`src/rtl/hazard_ctrl.sv`:
```
// Hazard and sequencing controller for the 5-stage RV32I pipeline: load-use stalls,
// EX-resolved branch flushes, data-memory wait states with timeout, and perf counters.
module hazard_ctrl #(
    parameter int CNT_W       = 16,
    parameter int MEM_TIMEOUT = 255
) (
    input  logic             clk,
    input  logic             rst,
    input  logic [4:0]       Rs1_ID,
    input  logic [4:0]       Rs2_ID,
    input  logic             use_rs1_ID,
    input  logic             use_rs2_ID,
    input  logic [4:0]       Rd_EX,
    input  logic [4:0]       Rs1_EX,
    input  logic [4:0]       Rs2_EX,
    input  logic             RegWEn_EX,
    input  logic [1:0]       WBSel_EX,
    input  logic             PCsel_EX,
    input  logic [4:0]       Rd_MEM,
    input  logic [4:0]       Rd_WB,
    input  logic             RegWEn_MEM,
    input  logic             RegWEn_WB,
    input  logic             dmem_req_MEM,
    input  logic             dmem_ack,
    output logic             hold_PC,
    output logic             hold_IF_ID,
    output logic             hold_ID_EX,
    output logic             hold_EX_MEM,
    output logic             clear_IF_ID,
    output logic             clear_ID_EX,
    output logic             clear_MEM_WB,
    output logic [1:0]       fwdA_sel,
    output logic [1:0]       fwdB_sel,
    output logic             mem_fault,
    output logic [CNT_W-1:0] stall_cnt,
    output logic [CNT_W-1:0] flush_cnt,
    output logic [CNT_W-1:0] wait_cnt,
    output logic [1:0]       state_dbg
);

    localparam logic [1:0] ST_RUN   = 2'b00;
    localparam logic [1:0] ST_WAIT  = 2'b01;
    localparam logic [1:0] ST_FAULT = 2'b10;

    logic [1:0]  state;
    logic [1:0]  state_nxt;
    logic [15:0] wait_timer;
    logic        mw;
    logic        lu;
    logic        br;
    logic        is_stall;
    logic        is_flush;
    logic        timeout_hit;

    // Memory handshake: the MEM stage raises dmem_req_MEM and keeps it up until the
    // cycle in which dmem_ack is 1; that cycle completes the access and releases the pipe.
    assign mw = dmem_req_MEM & ~dmem_ack;
    assign br = PCsel_EX;
    assign lu = RegWEn_EX & (WBSel_EX == 2'b01) & (Rd_EX != 5'd0) &
                ((use_rs1_ID & (Rd_EX == Rs1_ID)) | (use_rs2_ID & (Rd_EX == Rs2_ID)));

    // Counts the ack-less WAIT cycles including the current one.
    assign timeout_hit = ({1'b0, wait_timer} + 17'd1) == 17'(MEM_TIMEOUT);
    assign state_dbg   = state;

    always_comb begin
        hold_PC      = 1'b0;
        hold_IF_ID   = 1'b0;
        hold_ID_EX   = 1'b0;
        hold_EX_MEM  = 1'b0;
        clear_IF_ID  = 1'b0;
        clear_ID_EX  = 1'b0;
        clear_MEM_WB = 1'b0;
        is_stall     = 1'b0;
        is_flush     = 1'b0;
        if (!rst) begin
            if (state == ST_FAULT) begin
                hold_PC     = 1'b1;
                hold_IF_ID  = 1'b1;
                hold_ID_EX  = 1'b1;
                hold_EX_MEM = 1'b1;
            end else if (mw) begin
                hold_PC      = 1'b1;
                hold_IF_ID   = 1'b1;
                hold_ID_EX   = 1'b1;
                hold_EX_MEM  = 1'b1;
                clear_MEM_WB = 1'b1;
            end else if (br) begin
                clear_IF_ID = 1'b1;
                clear_ID_EX = 1'b1;
                is_flush    = 1'b1;
            end else if (lu) begin
                hold_PC     = 1'b1;
                hold_IF_ID  = 1'b1;
                clear_ID_EX = 1'b1;
                is_stall    = 1'b1;
            end
        end
    end

    // MEM stage holds the younger result, so it wins over WB.
    always_comb begin
        fwdA_sel = 2'b00;
        fwdB_sel = 2'b00;
        if (!rst) begin
            if (RegWEn_MEM && Rd_MEM != 5'd0 && Rd_MEM == Rs1_EX)     fwdA_sel = 2'b10;
            else if (RegWEn_WB && Rd_WB != 5'd0 && Rd_WB == Rs1_EX)   fwdA_sel = 2'b01;
            if (RegWEn_MEM && Rd_MEM != 5'd0 && Rd_MEM == Rs2_EX)     fwdB_sel = 2'b10;
            else if (RegWEn_WB && Rd_WB != 5'd0 && Rd_WB == Rs2_EX)   fwdB_sel = 2'b01;
        end
    end

    always_comb begin
        state_nxt = state;
        case (state)
            ST_RUN:   if (mw) state_nxt = ST_WAIT;
            ST_WAIT: begin
                if (dmem_ack)         state_nxt = ST_RUN;
                else if (timeout_hit) state_nxt = ST_FAULT;
            end
            ST_FAULT: state_nxt = ST_FAULT;
            default:  state_nxt = ST_RUN;
        endcase
    end

    always_ff @(posedge clk) begin
        if (rst) begin
            state      <= ST_RUN;
            wait_timer <= 16'd0;
            mem_fault  <= 1'b0;
            stall_cnt  <= '0;
            flush_cnt  <= '0;
            wait_cnt   <= '0;
        end else begin
            state <= state_nxt;
            if (state == ST_RUN)
                wait_timer <= 16'd0;
            else if (state == ST_WAIT && !dmem_ack)
                wait_timer <= wait_timer + 16'd1;
            if (state_nxt == ST_FAULT)
                mem_fault <= 1'b1;
            if (state != ST_FAULT) begin
                if (is_stall && stall_cnt != '1) stall_cnt <= stall_cnt + 1'b1;
                if (is_flush && flush_cnt != '1) flush_cnt <= flush_cnt + 1'b1;
                if (mw && wait_cnt != '1)        wait_cnt  <= wait_cnt + 1'b1;
            end
        end
    end

endmodule
```
`config.mk`:
```
export PLATFORM = sky130hd
export DESIGN_NAME = hazard_ctrl
export DESIGN_NICKNAME = d
export VERILOG_FILES = /design/src/rtl/hazard_ctrl.sv
export SDC_FILE = /design/constraint.sdc
export NUM_CORES = 1
export LEC_CHECK = 0
export BUFFER_PORTS_ARGS = -buffer_cell sky130_fd_sc_hd__buf_4
export CAP_MARGIN = 20
export CORE_MARGIN = 2
export CORE_UTILIZATION = 40
export CTS_BUF_LIST = sky130_fd_sc_hd__clkbuf_2
export CTS_CLUSTER_SIZE = 24
export DETAILED_ROUTE_END_ITERATION = 8
export GPL_TIMING_DRIVEN = 0
export PLACE_DENSITY = 0.64
export RECOVER_POWER = 50
export SETUP_SLACK_MARGIN = 0.15
export SLEW_MARGIN = 40
export SYNTH_ARGS = -nofsm -noshare
export SYNTH_HDL_FRONTEND = slang
export SYNTH_SLANG_ARGS = --single-unit
```
`constraint.sdc`:
```
create_clock -name clk -period 2.56 [get_ports clk]
set_clock_uncertainty 0.05 [all_clocks]
set_input_delay 0.64 -clock clk [delete_from_list [all_inputs] [get_ports clk]]
set_output_delay 0.64 -clock clk [all_outputs]
set_load 0.02 [all_outputs]
```
==> metrics.txt, run 1 <==
DR vias/cell approximately 5.3; Synth Warn # 0; RSZ-0062 raised after global routing yes; DR vias ~3,600; area of the mapped netlist ~0.0037 mm²; post-synthesis area per instance around 8.3 µm²; Static Leak ~1.8 nW; Hold Crit Class primary input to flip-flop; Min-Delay Path Depth 3; Clock transition at path regs 0.19 ns; Detailed Place HPWL 7180 µm; crit path capture type output port; cell count after placement around 660; dominant cells by area after synthesis dfxtp_1, xor2_1, xnor2_1; CP Max Fanout 2; Detailed Routing Iterations Pass 1 4; antenna-violating nets left 0; FILL cells approximately 900; Layout area overhead 32.6%; GRT overflow 0; NumNets Final ~620; initial antenna violation count 0; Max VDD drop between 0.15 and 0.2 mV; post-synthesis sequential area ratio 36.3%; commonest cells after routing, fill and taps aside nor2_1, dfxtp_1, clkbuf_1; DR WL/cell 14.4 µm; fin crit share 102%; Die ar. 0.0100 mm²; number of remaining DRC errors 0; Die H between 100 and 150 µm; worst path required time 1.87 ns; final setup margin -0.0407 ns; WS Path Type primary input to output port; number of global-route vias before repair between 3,000 and 4,000; failing checks setup timing; Synth Flop Type dfxtp_1; Core Rows 35; Initial Util around two fifths; H-tree depth 3; Cells after Synth ~440; share of cells above drive strength 1 about a quarter; final hold violations 0; CTS tree built; Die W about 100 µm; Placer Congestion 0.845; Seq cells post-synth 67; number of buffers created by CTS 9; Tightest Pin Transition about 1.0 ns; port bufs approximately 110; Max Root-Sink Buffers 2; CTS sink cnt 67; Clk Latency, worst-skew pair about 0.50 ns; first-pass GRT wire length 15,900 µm; number of synthesized flops with an enable pin 0; max-cap violations 0; fin crit period roughly 2.6 ns; Power Density about 370 mW/mm²; worst r2r path cells 7; share of synthesized registers carrying an async set or reset 0%; Peak Freq 385 MHz; n_diodes 0; Starting DRT DRC Count ~100; drt total wl 9890 µm; Yosys cell types 50; Max-slew headroom between 30% and 40%; I/O pin count 109; Max Transition Viols Final 0; Net Count, Synth just under 500; non-filler cells, final ~700; post-synth top area cell dfxtp_1; pin count of the biggest net entering global routing 11; Root Buffer clkbuf_2; fin util between 50% and 60%; Total GRT Usage between 10% and 20%; Worst setup SP type primary input; post-synth top area share roughly 36%; core area around 0.0091 mm²; outcome finished with violations; crit path DAT between 1.5 and 2 ns; Setup violations, final 2
[repair_timing]
action,4_1_cts,5_1_grt
setup endpoints to repair,11,14
hold buffers,0,0
pin swaps,17,10
setup buffers,7,2
gates resized for setup,42,15
[power breakdown]
| group | internal, W | total, W | switching [W] |
|---|---|---|---|
| clock | 0.000131 | 0.000499 | 0.000368 |
| sequential | 0.00105 | 0.00106 | 0.00000686 |
| combinational | 0.000138 | 0.000270 | 0.000132 |
| total | 0.00132 | 0.00182 | 0.000506 |
[synthesized netlist by cell type (all sizes together) (2+ instances only)]
cell and count:
a21oi 15, and4 7, a211oi 3, or2 2, inv 8, and2 2, nor2b 4, o211ai 2
nor4 9, nor3 12, a31oi 2, nand2b 2, nand3 26, o21ai 14, dfxtp 67, clkbuf 9
nor4b 3, or3 12, xor2 42, or4 8, mux2i 4, nand2 27, buf 5, and3 9
xnor2 35, ha 5, nand4 27, nor3b 3, nor2 67
[per-layer routing]
| metal | GRT usage (%) | part of all wire [%] |
|---|---|---|
| met1 | 25.7 | 46 |
| met2 | 32.2 | 49 |
| met3 | 4.81 | 3.9 |
| met4 | 5.27 | 1.1 |
| met5 | 0 | 0 |
[worst paths after layout]
check                                   start             to  slack, ns
worst max-delay path                Rs1_EX[2]    fwdA_sel[0]      -0.04
worst min-delay path             dmem_req_MEM   state_dbg[0]       0.32
worst max register to register  wait_timer[2]   state_dbg[1]       0.29
worst min register to register  stall_cnt[15]  stall_cnt[15]       0.48
[flip-flops by register name (all words and copies together), names as in the netlist]
signal	flops
wait_timer	16
state_dbg	2
flush_cnt	16
wait_cnt	16
mem_fault	1
stall_cnt	16
[logic make-up after synthesis]
logic type                 Yosys count  share of synthesized area, %
xor gates and xnor gates            77                          18.2
adders and majority gates            5                          1.69
muxes                                5                          1.39
and+or+nand+nor                    224                          32.8
buffers and inverters               22                          2.54
AOI/OAI and AO/OA                   43                          7.01
DFF                                 67                          36.3
[metrics by stage]
step	area [µm²]	setup slack [ns]	total power [W]	hold WS, ns	setup TNS, ns
finish	4900	-0.0407	0.00182	0.322	-0.0638
detailed placement	4710	-0.203	0.00130	0.450	-1.70
global route	4900	-0.0808	0.00191	0.325	-0.185
CTS	5020	-0.0373	0.00184	0.289	-0.0642
global placement	4710	-0.168	0.00130	0.447	-1.26
floorplan	3760	0.140	0.00119	0.434	0
[worst max-delay path: stages]
cell    delay [ns]
buf_6         0.10
xor2_1        0.15
or4_4         0.54
nor4_4        0.29
buf_4         0.18
[cell type report]
type	instances	area (µm²)	share of cell area, %
Sequential cell	67	1350	27.5
Timing Repair Buffer	117	781	15.9
Buffer	14	76.3	1.56
Clock buffer	12	60.1	1.23
Inverter	8	36.3	0.740
Multi-Input combinational cell	354	2440	49.9
Tap cell	111	139	2.83
Clock inverter	4	17.5	0.357
Power figures use the tool's default switching activity.
==> run 2: changes to the inputs <==
--- a/config.mk
+++ b/config.mk
@@ -7,6 +7,7 @@
 export LEC_CHECK = 0
 export BUFFER_PORTS_ARGS = -buffer_cell sky130_fd_sc_hd__buf_4
 export CAP_MARGIN = 20
+export CORE_ASPECT_RATIO = 1.25
 export CORE_MARGIN = 2
 export CORE_UTILIZATION = 40
 export CTS_BUF_LIST = sky130_fd_sc_hd__clkbuf_2
==> run 2 against run 1 <==
  * Count of clock-buffer cells in the layout down 3
  * Cell count is 2.0% higher
  * Clock power rose by 6.2%
  * Largest cell class unchanged
  * Die area barely moved
  * Sequential share of layout area is 0.47 points lower
  * The run still ends with setup timing left
  * Sequential power is essentially flat
  * Fmax is 0.20% lower
  * First-iteration DRC count up 23%
  * Final area increased by 1.5%
==> metrics.txt, run 2 (same netlist as run 1, synthesis figures left out) <==
outcome finished with violations (unchanged); WS Path Type primary input to output port (unchanged); worst path required time 1.87 ns (about the same); Die ar. 0.0100 mm² (about the same); worst r2r src state_dbg[0] (was wait_timer[2]); Worst setup SP type primary input (unchanged); worst hold start rst (was dmem_req_MEM); CTS tree built (unchanged); I/O pin count 109 (unchanged); Static Leak 1.79 nW (was 1.78 nW); number of buffers created by CTS 9 (unchanged); Detailed Routing Iterations Pass 1 4 (unchanged); DR vias 3,621 (was 3,638); crit path capture type output port (unchanged); final setup margin -0.0459 ns (was -0.0407 ns); Initial Util 40.7% (was 40.6%); number of remaining DRC errors 0 (unchanged); Placer Congestion 0.820 (was 0.845); NumNets Final 624 (was 623); commonest cells after routing, fill and taps aside nor2_1, dfxtp_1, clkbuf_1 (unchanged); first-pass GRT wire length 16,600 µm (was 15,900 µm); crit path DAT 1.92 ns (was 1.91 ns); port bufs 108 (unchanged); design area 0.00498 mm² (was 0.00490 mm²); Max Transition Viols Final 0 (unchanged); CP Max Fanout 3 (was 2); fin crit period 2.61 ns (was 2.60 ns); worst path cell trace buf_8 > or4_4 > o21ai_4 > nor3_2 > nor4_4 > buf_4 (was buf_6 > xor2_1 > or4_4 > nor4_4 > buf_4); Die H 111 µm (was 100 µm); Peak Freq 384 MHz (was 385 MHz); post-place setup slack -0.222 ns (was -0.203 ns); Root Buffer clkbuf_2 (unchanged); DR vias/cell 5.17 (was 5.30); pin count of the biggest net entering global routing 13 (was 11); CTS sink cnt 67 (unchanged); Tightest Pin Transition 0.885 ns (was 1.02 ns); Max Root-Sink Buffers 2 (unchanged); Worst Setup SP Rd_MEM[1] (was Rs1_EX[2]); Post-CTS Hold Fix Bufs 0 (unchanged); Clock transition at path regs 0.23 ns (was 0.19 ns); failing checks setup timing (unchanged); slowest CP cell or4_4 (unchanged); Power Density 374 mW/mm² (was 372 mW/mm²); Total GRT Usage 19.9% (was 19.6%); initial antenna violation count 1 (was 0); Clk Latency, worst-skew pair 0.55 ns (was 0.50 ns); antenna-violating nets left 0 (unchanged); fin util 54.8% (was 53.8%); share of cells above drive strength 1 24.6% (was 23.3%); fin crit share 102% (about the same); GRT overflow 0 (unchanged); max-cap violations 0 (unchanged); WHS 0.279 ns (was 0.322 ns); Layout area overhead 34.6% (was 32.6%); Hold Crit Class primary input to flip-flop (unchanged); CP endpoint fwdB_sel[0] (was fwdA_sel[0]); worst r2r path cells 6 (was 7); DR WL/cell 14.0 µm (was 14.4 µm); worst-case register-to-register setup slack 0.24 ns (was 0.29 ns); terminus of the critical flop-to-flop path stall_cnt[14] (was state_dbg[1]); number of global-route vias before repair 3,481 (was 3,319); Max-slew headroom 40.3% (was 31.0%); core area 0.00908 mm² (was 0.00911 mm²); Setup violations, final 2 (unchanged); H-tree depth 3 (unchanged); FILL cells 940 (was 926); Core Rows 39 (was 35); Die W 90.0 µm (was 100 µm); Placed Area 0.00473 mm² (was 0.00471 mm²); drt total wl 9800 µm (was 9890 µm); crit-path max cell delay 0.55 ns (was 0.54 ns); Detailed Place HPWL 7170 µm (was 7180 µm); Starting DRT DRC Count 128 (was 104); final hold violations 0 (unchanged); Max VDD drop 0.249 mV (was 0.169 mV); RSZ-0062 raised after global routing yes (unchanged)
run 2: cell count changes in the layout (fill, tap and decap cells not counted), sizes merged:
cell | previous run | this run
buf | 74 | 75
diode | 0 | 1
inv | 7 | 8
clkinvlp | 1 | 3
clkbuf | 69 | 66
run 2: worst min-delay path by stage:
stage,end,slack [ns],depth (start not counted)
floorplan,wait_timer[12],0.43,2
CTS,state_dbg[0],0.28,3
global placement,stall_cnt[15],0.44,2
global route,wait_cnt[12],0.25,3
detailed placement,stall_cnt[15],0.46,2
finish,wait_cnt[12],0.28,3
run 2: area by class of cell:
class                   instances  area (µm²)  area share [%]
flip-flops and latches         67        1350            27.0
inverters                       8        35.0           0.704
diodes                          1        2.50          0.0503
clock buffers                   9        45.0           0.905
clock inverters                 7        45.0           0.905
plain buffers                  14        76.3            1.53
repair buffers                118         792            15.9
well taps                     123         154            3.09
multi-input cells             354        2480            49.9
run 2: per-stage QoR:
stage               power, W  TNS [ns]  cells
detailed placement   0.00130     -1.75    674
floorplan            0.00119         0    443
CTS                  0.00188   -0.0746    697
global placement     0.00130     -1.72    674
global route         0.00195    -0.188    701
finish               0.00186   -0.0763    701
run 2: what timing repair did:
item	in CTS	in global routing
gates resized for setup	46	20
gates cloned	0	0
setup endpoints to repair	11	15
setup buffers	7	3
pin swaps	20	7
run 2: worst max-delay path: cells and delay by family:
family	cells	cell delay [ns]
and+or+nand+nor	3	0.78
AOI/OAI and AO/OA	1	0.21
buffers and inverters	2	0.28
run 2: per-layer routing:
layer / share of wire, % / GRT usage [%]
met5: 0 / 0
met4: 2.2 / 8.21
met3: 4.7 / 4.94
met2: 50 / 33.5
met1: 43 / 24.4
run 2: power breakdown:
group	total, W	internal [W]	switching (W)
Combinational	0.000276	0.000141	0.000135
Clock	0.000530	0.000121	0.000409
Sequential	0.00106	0.00105	0.00000649
==> run 3: changes to the inputs <==
--- a/config.mk
+++ b/config.mk
@@ -8,7 +8,6 @@
 export BUFFER_PORTS_ARGS = -buffer_cell sky130_fd_sc_hd__buf_4
 export CAP_MARGIN = 20
 export CORE_ASPECT_RATIO = 1.25
-export CORE_MARGIN = 2
 export CORE_UTILIZATION = 40
 export CTS_BUF_LIST = sky130_fd_sc_hd__clkbuf_2
 export CTS_CLUSTER_SIZE = 24
==> run 3 against run 2 <==
  * The flow still finishes with violations (setup timing)
  * Highest routed layer unchanged
  * Core utilization increased by 1.1 points
  * Sequential power is essentially flat
  * Global-route usage rose by 0.35 points
  * Largest power group unchanged
  * First-iteration DRC count shrank 15%
==> metrics.txt, run 3 (same netlist as run 1, synthesis figures left out) <==
outcome finished with violations (unchanged); failing checks setup timing (unchanged); DR vias/cell 5.23 (was 5.17); Power Density 391 mW/mm² (was 374 mW/mm²); fin crit share 102% (about the same); drt total wl 9490 µm (was 9800 µm); Root Buffer clkbuf_2 (unchanged); sw power 0.000528 W (was 0.000550 W); Initial Util 41.8% (was 40.7%); Sequential Power Share 54.5% (was 56.7%); crit-path max cell delay 0.54 ns (was 0.55 ns); NumNets Final 622 (was 624); Sw Ratio 27.3% (was 29.6%); Die ar. 0.00963 mm² (was 0.0100 mm²); number of remaining DRC errors 0 (unchanged); clock power share 31.5% (was 28.5%); worst r2r src state_dbg[0] (unchanged); pin count of the biggest net entering global routing 12 (was 13); WS Path Type primary input to output port (unchanged); delay-heaviest family, CP simple AND/OR/NAND/NOR gates (unchanged); n_diodes 0 (was 1); non-filler cells, final 694 (was 701); cell repeated most along the worst path buf_4; Logic pwr share 14.0% (was 14.8%); port bufs 108 (unchanged); initial antenna violation count 0 (was 1); Total Power 0.00193 W (was 0.00186 W); Detailed Place HPWL 6980 µm (was 7170 µm); Max-slew headroom 38.7% (was 40.3%); slowest CP cell or4_4 (unchanged); Hold Crit Class primary input to flip-flop (unchanged); crit path capture type output port (unchanged); Die H 109 µm (was 111 µm); fin crit period 2.61 ns (about the same); Detailed Routing Iterations Pass 1 4 (unchanged); worst path cell trace buf_4 > xor2_1 > or4_4 > nor4_4 > buf_4 (was buf_8 > or4_4 > o21ai_4 > nor3_2 > nor4_4 > buf_4); share of cells above drive strength 1 23.2% (was 24.6%); most common cell after layout, fill and taps aside nor2_1; CP endpoint fwdB_sel[0] (unchanged); Clock transition at path regs 0.17 ns (was 0.23 ns); crit path DAT 1.92 ns (about the same); Setup violations, final 2 (unchanged); Crit path depth 5 (was 6); Peak Freq 383 MHz (was 384 MHz); Int Pwr 0.00141 W (was 0.00131 W); final hold violations 0 (unchanged); Clk Latency, worst-skew pair 0.51 ns (was 0.55 ns); Tightest Pin Transition 0.910 ns (was 0.885 ns); commonest cells after routing, fill and taps aside nor2_1, dfxtp_1, clkbuf_1 (unchanged); Placer Congestion 0.816 (was 0.820); Placed Area 0.00473 mm² (about the same); Worst Setup SP Rd_WB[3] (was Rd_MEM[1]); Worst setup SP type primary input (unchanged); max-cap violations 0 (unchanged); Max VDD drop 0.241 mV (was 0.249 mV); DR vias 3,629 (was 3,621); Buf/Inv on CP 2 (unchanged); worst-case register-to-register setup slack 0.25 ns (was 0.24 ns); core area 0.00884 mm² (was 0.00908 mm²); Max Transition Viols Final 0 (unchanged); WHS 0.340 ns (was 0.279 ns); cell count after placement 671 (was 674); I/O pin count 109 (unchanged); Die W 88.0 µm (was 90.0 µm); Starting DRT DRC Count 109 (was 128); first-pass GRT wire length 15,100 µm (was 16,600 µm); final setup margin -0.0503 ns (was -0.0459 ns); CTS tree built (unchanged); worst path required time 1.87 ns (about the same); DR WL/cell 13.7 µm (was 14.0 µm); CTS sink cnt 67 (unchanged); Layout area overhead 33.8% (was 34.6%); number of global-route vias before repair 3,255 (was 3,481); Total GRT Usage 20.3% (was 19.9%); H-tree depth 3 (unchanged); CP Max Fanout 3 (unchanged); GRT overflow 0 (unchanged); Static Leak 1.80 nW (was 1.79 nW); Max Root-Sink Buffers 2 (unchanged); worst r2r path cells 6 (unchanged); terminus of the critical flop-to-flop path stall_cnt[14] (unchanged); RSZ-0062 raised after global routing yes (unchanged); design area 0.00494 mm² (was 0.00498 mm²); antenna-violating nets left 0 (unchanged); number of buffers created by CTS 9 (unchanged); Core Rows 38 (was 39)
run 3: per-stage QoR:
| step | util, % | setup WS, ns | setup TNS, ns |
|---|---|---|---|
| 2_1_floorplan | - | 0.140 | 0 |
| 3_3_place_gp | 53.4 | -0.271 | -1.95 |
| 3_5_place_dp | 53.4 | -0.274 | -2.24 |
| 4_1_cts | 57.5 | -0.0516 | -0.0982 |
| 5_1_grt | 55.9 | -0.0962 | -0.269 |
| 6_report | 55.9 | -0.0503 | -0.0971 |
run 3: power by group through the flow:
stage,clock network [W],logic [W],registers (W)
after floorplan,0,0.000109,0.00108
after global placement,0,0.000223,0.00108
after detailed placement,0,0.000226,0.00108
after CTS,0.000630,0.000268,0.00106
after global routing,0.000677,0.000291,0.00106
final,0.000609,0.000271,0.00105
run 3: worst min-delay path, delay by kind of cell:
family | cells | cell delay (ns)
AND/OR/NAND/NOR | 1 | 0.07
AO/OA/AOI/OAI | 1 | 0.06
buffers and inverters | 1 | 0.08
run 3: repair_timing:
action,in CTS,in global routing
gates resized for setup,48,12
setup endpoints to repair,11,13
pin swaps,13,11
setup buffers,6,2
hold buffers,0,0
run 3: cell type report:
type                            instances  area, µm²
Buffer                                 14       76.3
Clock inverter                          5       55.1
Multi-Input combinational cell        354       2460
Tap cell                              120        150
Timing Repair Buffer                  116        777
Clock buffer                           10       50.0
Fill cell                             900       3900
Inverter                                8       32.5
Sequential cell                        67       1350
run 3: how the worst min path moves through the flow:
stage,start,to,slack [ns],depth (start not counted)
2_1_floorplan,wait_timer[12],wait_timer[12],0.43,2
3_3_place_gp,stall_cnt[15],stall_cnt[15],0.44,2
3_5_place_dp,stall_cnt[15],stall_cnt[15],0.45,2
4_1_cts,dmem_req_MEM,state_dbg[0],0.30,3
5_1_grt,dmem_req_MEM,state_dbg[0],0.34,3
6_report,dmem_req_MEM,state_dbg[0],0.34,3
run 3: routing by layer:
layer / routed length, µm / global-route usage, %
met2: 4640 / 33.5
met4: 184 / 8.67
met1: 4230 / 25.9
met5: 0 / 0
met3: 433 / 3.38
